$ cat config.mk
export PLATFORM = sky130hd
export DESIGN_NAME = axi_stream_skid_buffer
export DESIGN_NICKNAME = d
export VERILOG_FILES = /design/src/rtl/axi_stream_skid_buffer.sv
export SDC_FILE = /design/constraint.sdc
export NUM_CORES = 1
export LEC_CHECK = 0
export ABC_AREA = 1
export CAP_MARGIN = 25
export CORE_ASPECT_RATIO = 0.6
export CORE_MARGIN = 5
export CORE_UTILIZATION = 30
export DETAILED_ROUTE_END_ITERATION = 8
export SETUP_SLACK_MARGIN = 0.02
export SYNTH_ARGS = -nofsm -noshare
export SYNTH_HDL_FRONTEND = slang
export SYNTH_SLANG_ARGS = --single-unit
$ cat constraint.sdc
create_clock -name clk -period 1.6 [get_ports clk]
set_clock_uncertainty 0.1 [all_clocks]
set_input_delay 0.48 -clock clk [delete_from_list [all_inputs] [get_ports clk]]
set_output_delay 0.48 -clock clk [all_outputs]
set_load 0.02 [all_outputs]
$ cat src/rtl/axi_stream_skid_buffer.sv
// axi_stream_skid_buffer
// Two-entry AXI4-Stream register slice. Every forward signal and s_tready
// come straight from flops, so no input reaches any output combinationally.
// OUT always holds the older beat; SKID catches the one beat that arrives in
// the cycle the sink stalls. Full throughput is kept while m_tready is high.

module axi_stream_skid_buffer #(
  parameter int byte_width  = 4,
  parameter int id_width    = 1,
  parameter int dest_width  = 1,
  parameter int user_width  = 1,
  parameter int count_width = 32
) (
  input  logic                      clk,
  input  logic                      reset,

  input  logic                      s_tvalid,
  output logic                      s_tready,
  input  logic [8*byte_width-1:0]   s_tdata,
  input  logic [byte_width-1:0]     s_tstrb,
  input  logic [byte_width-1:0]     s_tkeep,
  input  logic                      s_tlast,
  input  logic [id_width-1:0]       s_tid,
  input  logic [dest_width-1:0]     s_tdest,
  input  logic [user_width-1:0]     s_tuser,

  output logic                      m_tvalid,
  input  logic                      m_tready,
  output logic [8*byte_width-1:0]   m_tdata,
  output logic [byte_width-1:0]     m_tstrb,
  output logic [byte_width-1:0]     m_tkeep,
  output logic                      m_tlast,
  output logic [id_width-1:0]       m_tid,
  output logic [dest_width-1:0]     m_tdest,
  output logic [user_width-1:0]     m_tuser,

  output logic [1:0]                occupancy,
  output logic [count_width-1:0]    pkt_count
);

  // All payload fields travel together as one packed word.
  localparam int data_width = 8 * byte_width;
  localparam int pay_width  = data_width + 2 * byte_width + 1
                              + id_width + dest_width + user_width;

  // Encoding matches the number of beats held.
  typedef enum logic [1:0] {
    EMPTY = 2'd0,
    ONE   = 2'd1,
    FULL  = 2'd2
  } state_e;

  state_e                 state_q, state_d;

  logic                   s_tready_q, s_tready_d;
  logic                   m_tvalid_q, m_tvalid_d;
  logic [1:0]             occupancy_q, occupancy_d;
  logic [count_width-1:0] pkt_count_q, pkt_count_d;

  logic [pay_width-1:0]   s_pay;
  logic [pay_width-1:0]   out_q, out_d;
  logic [pay_width-1:0]   skid_q, skid_d;

  logic                   s_xfer;
  logic                   m_xfer;
  logic                   load_out_from_s;
  logic                   load_out_from_skid;
  logic                   load_skid;

  // ---------------------------------------------------------------------------
  // Handshake events and payload packing
  // ---------------------------------------------------------------------------
  assign s_pay  = {s_tdata, s_tstrb, s_tkeep, s_tlast, s_tid, s_tdest, s_tuser};
  assign s_xfer = s_tvalid && s_tready_q;
  assign m_xfer = m_tvalid_q && m_tready;

  assign {m_tdata, m_tstrb, m_tkeep, m_tlast, m_tid, m_tdest, m_tuser} = out_q;

  assign s_tready  = s_tready_q;
  assign m_tvalid  = m_tvalid_q;
  assign occupancy = occupancy_q;
  assign pkt_count = pkt_count_q;

  // ---------------------------------------------------------------------------
  // FSM
  // ---------------------------------------------------------------------------

  // State register; reset discards whatever was buffered.
  always_ff @(posedge clk) begin
    // NOTE: clocked state uses non-blocking assignments so every flop samples
    // pre-edge values regardless of block ordering.
    if (reset) begin
      state_q <= EMPTY;
    end else begin
      state_q <= state_d;
    end
  end

  // Next-state: track how many beats are held after this edge's handshakes.
  always_comb begin
    // NOTE: defaulting to the current value first keeps this combinational
    // block from inferring a latch on any unlisted path.
    state_d = state_q;
    unique case (state_q)
      EMPTY: begin
        if (s_xfer) state_d = ONE;
      end
      ONE: begin
        if (s_xfer && !m_xfer)      state_d = FULL;
        else if (!s_xfer && m_xfer) state_d = EMPTY;
      end
      FULL: begin
        if (m_xfer) state_d = ONE;
      end
      default: state_d = EMPTY;
    endcase
  end

  // Outputs: datapath load selects plus next values of the registered flags.
  always_comb begin
    load_out_from_s    = 1'b0;
    load_out_from_skid = 1'b0;
    load_skid          = 1'b0;
    unique case (state_q)
      EMPTY: begin
        load_out_from_s = s_xfer;
      end
      ONE: begin
        // A beat arriving while OUT leaves replaces OUT directly; otherwise
        // it must wait behind OUT in SKID to preserve order.
        load_out_from_s = s_xfer && m_xfer;
        load_skid       = s_xfer && !m_xfer;
      end
      FULL: begin
        load_out_from_skid = m_xfer;
      end
      default: begin
        load_out_from_s    = 1'b0;
        load_out_from_skid = 1'b0;
        load_skid          = 1'b0;
      end
    endcase

    // Flags are registered from the next state so they line up with it.
    s_tready_d  = (state_d != FULL);
    m_tvalid_d  = (state_d != EMPTY);
    occupancy_d = state_d;
  end

  // Handshake flags and occupancy; s_tready stays low through reset.
  always_ff @(posedge clk) begin
    if (reset) begin
      s_tready_q  <= 1'b0;
      m_tvalid_q  <= 1'b0;
      occupancy_q <= 2'd0;
    end else begin
      s_tready_q  <= s_tready_d;
      m_tvalid_q  <= m_tvalid_d;
      occupancy_q <= occupancy_d;
    end
  end

  // ---------------------------------------------------------------------------
  // Payload registers
  // ---------------------------------------------------------------------------

  // Select next OUT/SKID contents; both hold when not loaded.
  always_comb begin
    out_d  = out_q;
    skid_d = skid_q;
    if (load_out_from_s) begin
      out_d = s_pay;
    end else if (load_out_from_skid) begin
      out_d = skid_q;
    end
    if (load_skid) begin
      skid_d = s_pay;
    end
  end

  // OUT and SKID storage.
  always_ff @(posedge clk) begin
    // NOTE: payload is cleared on reset only to keep simulation free of X;
    // m_tvalid already qualifies it, so this reset is not functionally needed.
    if (reset) begin
      out_q  <= '0;
      skid_q <= '0;
    end else begin
      out_q  <= out_d;
      skid_q <= skid_d;
    end
  end

  // ---------------------------------------------------------------------------
  // Packet counter
  // ---------------------------------------------------------------------------

  // Count end-of-packet beats leaving the master port; wraps naturally.
  always_comb begin
    pkt_count_d = pkt_count_q;
    if (m_xfer && m_tlast) begin
      pkt_count_d = pkt_count_q + count_width'(1);
    end
  end

  // Counter register; reset wins over a coincident last-beat transfer.
  always_ff @(posedge clk) begin
    if (reset) begin
      pkt_count_q <= '0;
    end else begin
      pkt_count_q <= pkt_count_d;
    end
  end

endmodule

==> results of run 1 <==
==> cell usage after synthesis <==
cell	instances	area share [%]
clkbuf_2	1	0.094
nand3_1	78	7.3
o31ai_1	1	0.14
inv_1	72	5.1
nor2_4	4	0.84
o21a_1	2	0.28
and2_1	1	0.12
nand2_2	3	0.35
ha_1	1	0.23
o21ai_1	6	0.56
buf_2	16	1.5
nor2_2	4	0.47
xor2_1	3	0.49
clkbuf_1	18	1.3
buf_6	3	0.63
nor3_1	8	0.75
a31oi_1	16	1.9
nand2_1	89	6.2
clkbuf_8	1	0.26
buf_4	1	0.14
nand3_4	1	0.33
o21bai_1	1	0.14
nor2_1	120	8.4
nand4_1	9	1.1
o21ai_0	76	7.1
inv_2	4	0.28
dfxtp_1	124	46
nand3_2	1	0.19
nor3b_1	4	0.56
a21oi_1	71	6.6
nand2_4	1	0.21
==> per-layer routing <==
metal  GRT usage (%)  up-vias
li1                -     2826
met1            24.4     2546
met2            23.7      169
met3            5.04       16
met4            3.60        4
met5               0        -
==> flip-flops by register name, indices dropped and copies added, names as in the netlist <==
register   flops
out_q         44
skid_q        44
pkt_count     32
occupancy      2
m_tvalid       1
s_tready       1
==> repair_timing <==
action	in CTS	in global routing
pin swaps	6	13
endpoints found under the setup margin	194	31
buffers inserted	5	5
cloned	2	0
resized for setup	357	60
==> cells by family (layout without fill, tap and decap cells) <==
logic type	Yosys count	after routing	synth area share [%]
adders and majority gates	1	1	0.234
AOI/OAI and AO/OA	173	173	16.8
and+or+nand+nor	323	323	26.8
xor gates and xnor gates	3	3	0.492
DFF	124	124	46.4
buffers and inverters	116	321	9.22
==> cell type report <==
| type | instances | area [sq um] |
|---|---|---|
| Fill cell | 1758 | 9370 |
| Multi-Input combinational cell | 500 | 2550 |
| Sequential cell | 124 | 2510 |
| Timing Repair Buffer | 213 | 1700 |
| Clock buffer | 18 | 439 |
| Tap cell | 234 | 293 |
| Inverter | 76 | 288 |
| Clock inverter | 14 | 159 |
==> power groups by stage <==
stage	Combinational, mW	Sequential [mW]	Clock (mW)
after floorplan	0.316	3.38	0
after global placement	0.813	3.31	0
after detailed placement	0.816	3.31	0
after CTS	0.801	3.24	4.02
after global routing	0.875	3.24	4.16
final	0.797	3.23	3.92
==> final timing paths <==
kind | slack, ps | to | start | cells past startpoint
max reg2reg | 70 | pkt_count[19]$_SDFFE_PP0P_ | pkt_count[10]$_SDFFE_PP0P_ | 8
min reg2reg | 350 | skid_q[24]$_SDFFE_PP0P_ | skid_q[24]$_SDFFE_PP0P_ | 2
max | 40 | m_tdata[8] | out_q[20]$_SDFFE_PP0P_ | 1
min | 350 | skid_q[24]$_SDFFE_PP0P_ | skid_q[24]$_SDFFE_PP0P_ | 2
==> stage by stage <==
stage               utilization (%)  power [mW]
detailed placement             42.4        4.12
CTS                            44.6        8.06
global route                   45.9        8.28
global placement               42.4        4.12
finish                         45.9        7.96
floorplan                         -        3.70
==> metrics.cfg, run 1 <==
[outcome]
run_status=finished clean

[clocking]
cts_inserted_buffers=17
cts_sinks=124
clk_path_buf_depth=2
cts_tree=built
cts.htree.levels=4
root_buffer=clkbuf_16
hold_buffers=0
clkTransAtPathRegs_ps=70
insertion_delay_ps=410

[detailed_routing]
ant_nets=0
drt-met1-wl_um=9110
drc=0
wire_per_inst_um=14.7
wl_met2_um=6910
routed_wl_um=17300
num_vias=5561
drtIter0Drc=470
routed.top_layer=met5
dr_wl_met3_um=1070
routed_via_density=4.72
dr.pass1.iters=7

[layout]
final_common_cell=dfxtp_1
syn_to_final_growth_pct=48.7
fin_nets=981
fin_cells=1179
final_cell_mix=dfxtp_1, nor2_1, nand2_1
drive_gt1_share_pct=28.5
diodes=0
final_cell_area_sq_mm=0.00795

[yosys]
ys_seq_area_share_pct=46.4
netlist_instances=740
synth_cell_types=31
ys_ff_latch=124
yosys_warnings=0
syn-num-nets=789
syn_avg_cell_area_sq_um=7.22
synth_area_sq_mm=0.00535

[timing]
max-slew-margin-rel_pct=80.0
fin_crit_ps=1560
max_freq_mhz=642
worst_pin_slew_ps=300
rsz0062_at_grt=yes
layout_setup_ws_ps=43.1
period_share_pct=97.3
setup_viol=0
fin_setup_tns_ps=0
slew_viol_final=0
hold_violations=0
hold_slack_ps=345

[floorplanning]
num_io_pins=128
die_w_um=182
row_count=37
fp.dieH_um=113
initial_core_util_pct=30.9
die_area_sq_mm=0.0207
core_area_sq_mm=0.0173

[critical_path]
path_class=flip-flop to output pin
cp-start-kind=flip-flop
crit_arrival_ps=980
cp.required_ps=1020
crit_slowest_cell=dfxtp_1
path_delay_family=flip-flops
critPathMaxStageDelay_ps=380
end_kind=output pin
cp_num_buf_inv=1
crit_chain=buf_2
crit_path_max_fanout=2

[global_route]
antenna_found_initial=2
grt_pass1_vias=5237
grt_max_degree=36
gr-total-overflow=0
track_usage_pct=16.5
grt_pass1_wl_um=27600

[pwr]
cellLeakagePower_nw=3.24
power.switching_mw=2.06
power.internal_mw=5.89
power_density_mw_per_mm2=1000
combPwrFrac_pct=10.0
p_seq_share_pct=40.6
clock_power_share_pct=49.3
switching_share_pct=25.9
vdd_drop_max_v=0.000654

[job]
drv_cap=0

[min_path]
hold_path.class=flip-flop to flip-flop

[place]
placed_area_sq_mm=0.00735
post-dp-hpwl_um=11900
io_buffers=127
gp_congestion=0.851
placedCellCount=1135
pre_cts_ws_ps=-559

Note: power is estimated with default switching activity, not from simulation.
==> run 2, diff against run 1 <==
- CORE_MARGIN: 5 -> 1
==> run 2 against run 1 <==
Combinational power hardly changed. Maximum frequency grew 0.91%. Power rose by 7.2%. Via count fell by 0.76%. Critical path depth unchanged. First-iteration DRC count is 29% lower. Register-to-register slack better by 20 ps. Count of clock-buffer cells in the layout rose by 1. Largest cell class unchanged. Largest power group unchanged.
==> metrics.cfg, run 2 (synthesis results as in run 1) <==
[floorplanning]
core_area_sq_mm=0.0173  ; -0.27%
die_area_sq_mm=0.0184  ; -11%
fp.dieH_um=105  ; -7.1%
initial_core_util_pct=31.0  ; +0.083 points
num_io_pins=128  ; unchanged
die_w_um=174  ; -4.4%
row_count=37  ; unchanged

[timing]
fin_crit_ps=1540  ; -14.1 ps
layout_setup_ws_ps=57.2  ; +14.1 ps
slew_viol_final=0  ; unchanged
max_freq_mhz=648  ; +0.91%
rsz0062_at_grt=yes
worst_pin_slew_ps=389  ; +88.6 ps
max-slew-margin-rel_pct=74.1  ; -5.9 points
setup_viol=0  ; unchanged
period_share_pct=96.4  ; -0.88 points
hold_violations=0  ; unchanged

[place]
pre_cts_ws_ps=-543  ; +16.2 ps
placed_area_sq_mm=0.00729  ; -0.85%
gp_congestion=0.853  ; +0.15%
post-dp-hpwl_um=11300  ; -4.5%
io_buffers=127  ; unchanged

[global_route]
antenna_found_initial=1  ; -1
track_usage_pct=18.3  ; +1.8 points
gr-total-overflow=0  ; unchanged
grt_use_met2_pct=26.1  ; +2.4 points
top_usage_layer=met1
grt_pass1_vias=5034  ; -3.9%
grt_pass1_wl_um=26500  ; -4.1%
grtUsageMet3_pct=4.40  ; -0.63 points
grtUsageMet1_pct=27.2  ; +2.9 points
grt_max_degree=42  ; +17%

[outcome]
run_status=finished clean

[detailed_routing]
num_vias=5519  ; -0.76%
routed_via_density=4.73  ; +0.27%
drtIter0Drc=332  ; -29%
dr.pass1.iters=5  ; -2
routed_wl_um=17000  ; -1.4%
drc=0  ; unchanged
ant_nets=0  ; unchanged
wire_per_inst_um=14.6  ; -0.43%

[critical_path]
crit_arrival_ps=960  ; -20 ps
cp.required_ps=1020  ; about the same
cp-start-kind=flip-flop
end_kind=output pin
crit_chain=buf_2
path_class=flip-flop to output pin
crit_path_max_fanout=4  ; +2
critPathMaxStageDelay_ps=380  ; about the same
cp_num_buf_inv=1  ; unchanged
path_delay_family=flip-flops
crit_slowest_cell=dfxtp_2

[layout]
diodes=0  ; unchanged
multi_input_area_sq_mm=0.00266  ; +4.3%
final_common_cell=dfxtp_1
nFillCells=1701  ; -3.2%
final_cell_area_sq_mm=0.00805  ; +1.3%
drive_gt1_share_pct=30.5  ; +2.1 points
syn_to_final_growth_pct=50.6
final_cell_mix=dfxtp_1, nor2_1, nand2_1
seq_area_sq_mm=0.00252  ; +0.40%
fin_nets=969  ; -1.2%

[clocking]
clkTransAtPathRegs_ps=60  ; about the same
cts_tree=built
cts.htree.levels=4  ; unchanged
root_buffer=clkbuf_16
insertion_delay_ps=400  ; about the same
clk_path_buf_depth=2  ; unchanged
cts_sinks=124  ; unchanged
cts_inserted_buffers=17  ; unchanged

[pwr]
vdd_drop_max_v=0.000617  ; -5.8%
total_power_mw=8.53  ; +7.2%
cellLeakagePower_nw=3.24  ; +0.21%
power_density_mw_per_mm2=1060  ; +5.8%

[job]
drv_cap=0  ; unchanged

[min_path]
hold_path.class=flip-flop to flip-flop

run 2: cell count changes in the layout (fill, tap and decap cells not counted), sizes merged:
cell	change
inv	-2
dlygate4sd2	-1
buf	-14
clkinvlp	-3
clkbuf	+3
dlymetal6s2s	+1
bufinv	+4
run 2: where the power goes:
group,internal (mW),total (mW),switching (mW),leakage (nW)
Sequential,3.18,3.24,0.0554,1.02
Clock,3.02,4.49,1.47,0.334
Combinational,0.344,0.800,0.456,1.89
run 2: path summary, 6_finish.rpt:
kind,start,to,slack [ps],depth (start not counted)
worst max-delay path,pkt_count[3]$_SDFFE_PP0P_,pkt_count[3],60,1
worst min register to register,skid_q[26]$_SDFFE_PP0P_,skid_q[26]$_SDFFE_PP0P_,350,2
worst max register to register,pkt_count[1]$_SDFFE_PP0P_,pkt_count[19]$_SDFFE_PP0P_,90,9
worst min-delay path,skid_q[26]$_SDFFE_PP0P_,skid_q[26]$_SDFFE_PP0P_,350,2
run 2: metal layers:
layer / up-vias / wire length (um) / part of all wire [%]
met2: 137 / 7030 / 41
li1: 2802 / - / -
met4: 2 / 85 / 0.50
met1: 2568 / 8960 / 53
met5: - / 13 / 0.076
met3: 10 / 935 / 5.5
run 2: stage by stage:
step	utilization, %	instances	setup TNS, ps	hold slack (ps)
2_1_floorplan	-	740	0	324
3_3_place_gp	42.2	1127	-48530	333
6_report	46.6	1167	0	346
4_1_cts	44.4	1161	0	347
3_5_place_dp	42.2	1127	-52100	339
5_1_grt	46.6	1167	-40.1	367
run 2: final cells by class:
| class | instances | area share [%] |
|---|---|---|
| Timing Repair Buffer | 201 | 19.7 |
| Multi-Input combinational cell | 500 | 33.1 |
| Clock inverter | 13 | 2.94 |
| Tap cell | 234 | 3.64 |
| Sequential cell | 124 | 31.3 |
| Clock buffer | 19 | 5.63 |
| Inverter | 76 | 3.67 |
run 2: worst min-delay path: stages (launching register included):
cell and delay, ps:
dfxtp_1 300, inv_1 50, a21oi_1 50
run 2: repair_timing:
action                     4_1_cts  5_1_grt
resized for setup              343       95
setup endpoints to repair      179       97
hold endpoints to repair         0        0
setup buffers                    2        4
hold buffers                     0        0
pin swaps                        5       23
gates cloned                     0        2
==> run 3, diff against run 2 <==
- SKIP_CTS_REPAIR_TIMING: default -> 1
==> run 3 against run 2 <==
Critical path type unchanged. The run now ends with setup timing left. Die area stayed put. Non-clock buffer count shrank 4. Power shrank 0.16%. Sequential cell count stayed put. Maximum frequency down 4.1%. Sequential power about the same. Routed wire length decreased by 1.6%. Critical path depth is the same. First-iteration DRC count grew 0.90%.
==> metrics.cfg, run 3 (synthesis results as in run 1) <==
[layout]
utilization_pct=46.2  ; -0.38 points
syn_to_final_growth_pct=49.3
nFillCells=1699  ; -0.12%
fin_nets=965  ; -0.41%
drive_gt1_share_pct=25.4  ; -5.1 points
final_cell_mix=dfxtp_1, nor2_1, nand2_1
fin_cells=1163  ; -0.34%
diodes=0  ; unchanged
final_common_cell=dfxtp_1

[floorplanning]
die_w_um=174  ; unchanged
fp.dieH_um=105  ; unchanged
initial_core_util_pct=31.0  ; unchanged
row_count=37  ; unchanged
die_area_sq_mm=0.0184  ; unchanged
num_io_pins=128  ; unchanged
core_area_sq_mm=0.0173  ; unchanged

[detailed_routing]
routed_via_density=4.69  ; -0.86%
routed_wl_um=16800  ; -1.6%
wire_per_inst_um=14.4  ; -1.3%
num_vias=5453  ; -1.2%
drc=0  ; unchanged
ant_nets=0  ; unchanged
drtIter0Drc=335  ; +0.90%
dr.pass1.iters=5  ; unchanged

[place]
post-dp-hpwl_um=11300  ; unchanged
placedCellCount=1127  ; unchanged
gp_congestion=0.853  ; unchanged
pre_cts_ws_ps=-543  ; unchanged
io_buffers=127  ; unchanged

[clocking]
cts_tree=built
cts_inserted_buffers=17  ; unchanged
root_buffer=clkbuf_16
cts.htree.levels=4  ; unchanged
clkTransAtPathRegs_ps=60  ; about the same
clk_path_buf_depth=2  ; unchanged
insertion_delay_ps=400  ; about the same
cts_sinks=124  ; unchanged

[critical_path]
critPathMaxStageDelay_ps=390  ; about the same
crit_path_max_fanout=5  ; +1
cp-start-kind=flip-flop
crit_chain=dlymetal6s2s_1
path_class=flip-flop to output pin
cp.required_ps=1020  ; about the same
crit_arrival_ps=1030  ; +70 ps
end_kind=output pin
path_delay_family=flip-flops
cp_num_buf_inv=1  ; unchanged
crit_slowest_cell=dfxtp_2

[global_route]
grt_pass1_vias=5008  ; -0.52%
grt_pass1_wl_um=26300  ; -0.83%
gr-total-overflow=0  ; unchanged
grtUsageMet1_pct=27.0  ; -0.26 points
antenna_found_initial=1  ; unchanged
grt_max_degree=42  ; unchanged
top_usage_layer=met1
grtUsageMet3_pct=4.47  ; +0.072 points
track_usage_pct=18.2  ; -0.13 points
grt_use_met2_pct=25.9  ; -0.20 points

[timing]
layout_setup_ws_ps=-8.43  ; -65.6 ps
setup_viol=1  ; +1
rsz0062_at_grt=yes
fin_setup_tns_ps=-8.43  ; -8.43 ps
max-slew-margin-rel_pct=74.7  ; +0.66 points
period_share_pct=101  ; +4.1 points
worst_pin_slew_ps=379  ; -9.90 ps
max_freq_mhz=622  ; -4.1%
fin_crit_ps=1610  ; +65.6 ps
hold_violations=0  ; unchanged
slew_viol_final=0  ; unchanged

[pwr]
power_density_mw_per_mm2=1070  ; +0.67%
total_power_mw=8.51  ; -0.16%
cellLeakagePower_nw=3.44  ; +6.0%
vdd_drop_max_v=0.000586  ; -4.9%

[min_path]
hold_path.class=flip-flop to flip-flop

[outcome]
violations=setup timing
run_status=complete, but fails checks

[job]
drv_cap=0  ; unchanged

## run 3: cell types whose count changed in the layout (fill, tap and decap cells not counted), moves of 5 or more
cell | before | now
a21oi_1 | 60 | 70
a21oi_2 | 10 | 1
buf_2 | 70 | 4
buf_4 | 73 | 67
clkbuf_2 | 0 | 52
dfxtp_4 | 6 | 1
dlymetal6s2s_1 | 1 | 19
nand2_2 | 14 | 9
nand3_1 | 68 | 74
nand3_2 | 9 | 4
## run 3: routing by layer
metal | vias up | share of wire (%)
li1 | 2782 | -
met1 | 2498 | 53
met2 | 159 | 41
met3 | 12 | 5.5
met4 | 2 | 0.57
met5 | - | 0.066
## run 3: final cells by class
type | instances | area [sq um] | area share (%)
multi-input cells | 500 | 2540 | 31.8
clock inverters | 13 | 236 | 2.96
flip-flops and latches | 124 | 2510 | 31.4
inverters | 76 | 293 | 3.67
repair buffers | 197 | 1660 | 20.8
well taps | 234 | 293 | 3.67
clock buffers | 19 | 453 | 5.67
## run 3: final timing paths
| kind | from | end | slack (ps) | depth (start not counted) |
|---|---|---|---|---|
| max reg2reg | pkt_count[3]$_SDFFE_PP0P_ | pkt_count[27]$_SDFFE_PP0P_ | 20 | 9 |
| min reg2reg | skid_q[26]$_SDFFE_PP0P_ | skid_q[26]$_SDFFE_PP0P_ | 350 | 2 |
| max | pkt_count[2]$_SDFFE_PP0P_ | pkt_count[2] | -8 | 1 |
| min | skid_q[26]$_SDFFE_PP0P_ | skid_q[26]$_SDFFE_PP0P_ | 350 | 2 |
## run 3: power by group
part           switching [mW]  leakage [nW]  internal [mW]  total, mW
Combinational           0.446          2.09          0.340      0.785
Sequential             0.0541          1.01           3.19       3.24
Clock                    1.46         0.334           3.02       4.49
## run 3: worst register-to-register path, cell delays in order, from the launching register on
cell	delay [ps]
dfxtp_2	380
nand2_1	100
nor2_2	190
nand2_2	110
buf_4	150
nor2_4	200
nand3_1	100
nand2_1	70
inv_1	40
nor2_1	100
## run 3: metrics by stage
step | area [sq um] | hold WS (ps)
5_1_grt | 7980 | 367
6_report | 7980 | 345
3_3_place_gp | 7290 | 333
2_1_floorplan | 5350 | 324
3_5_place_dp | 7290 | 339
4_1_cts | 7980 | 347
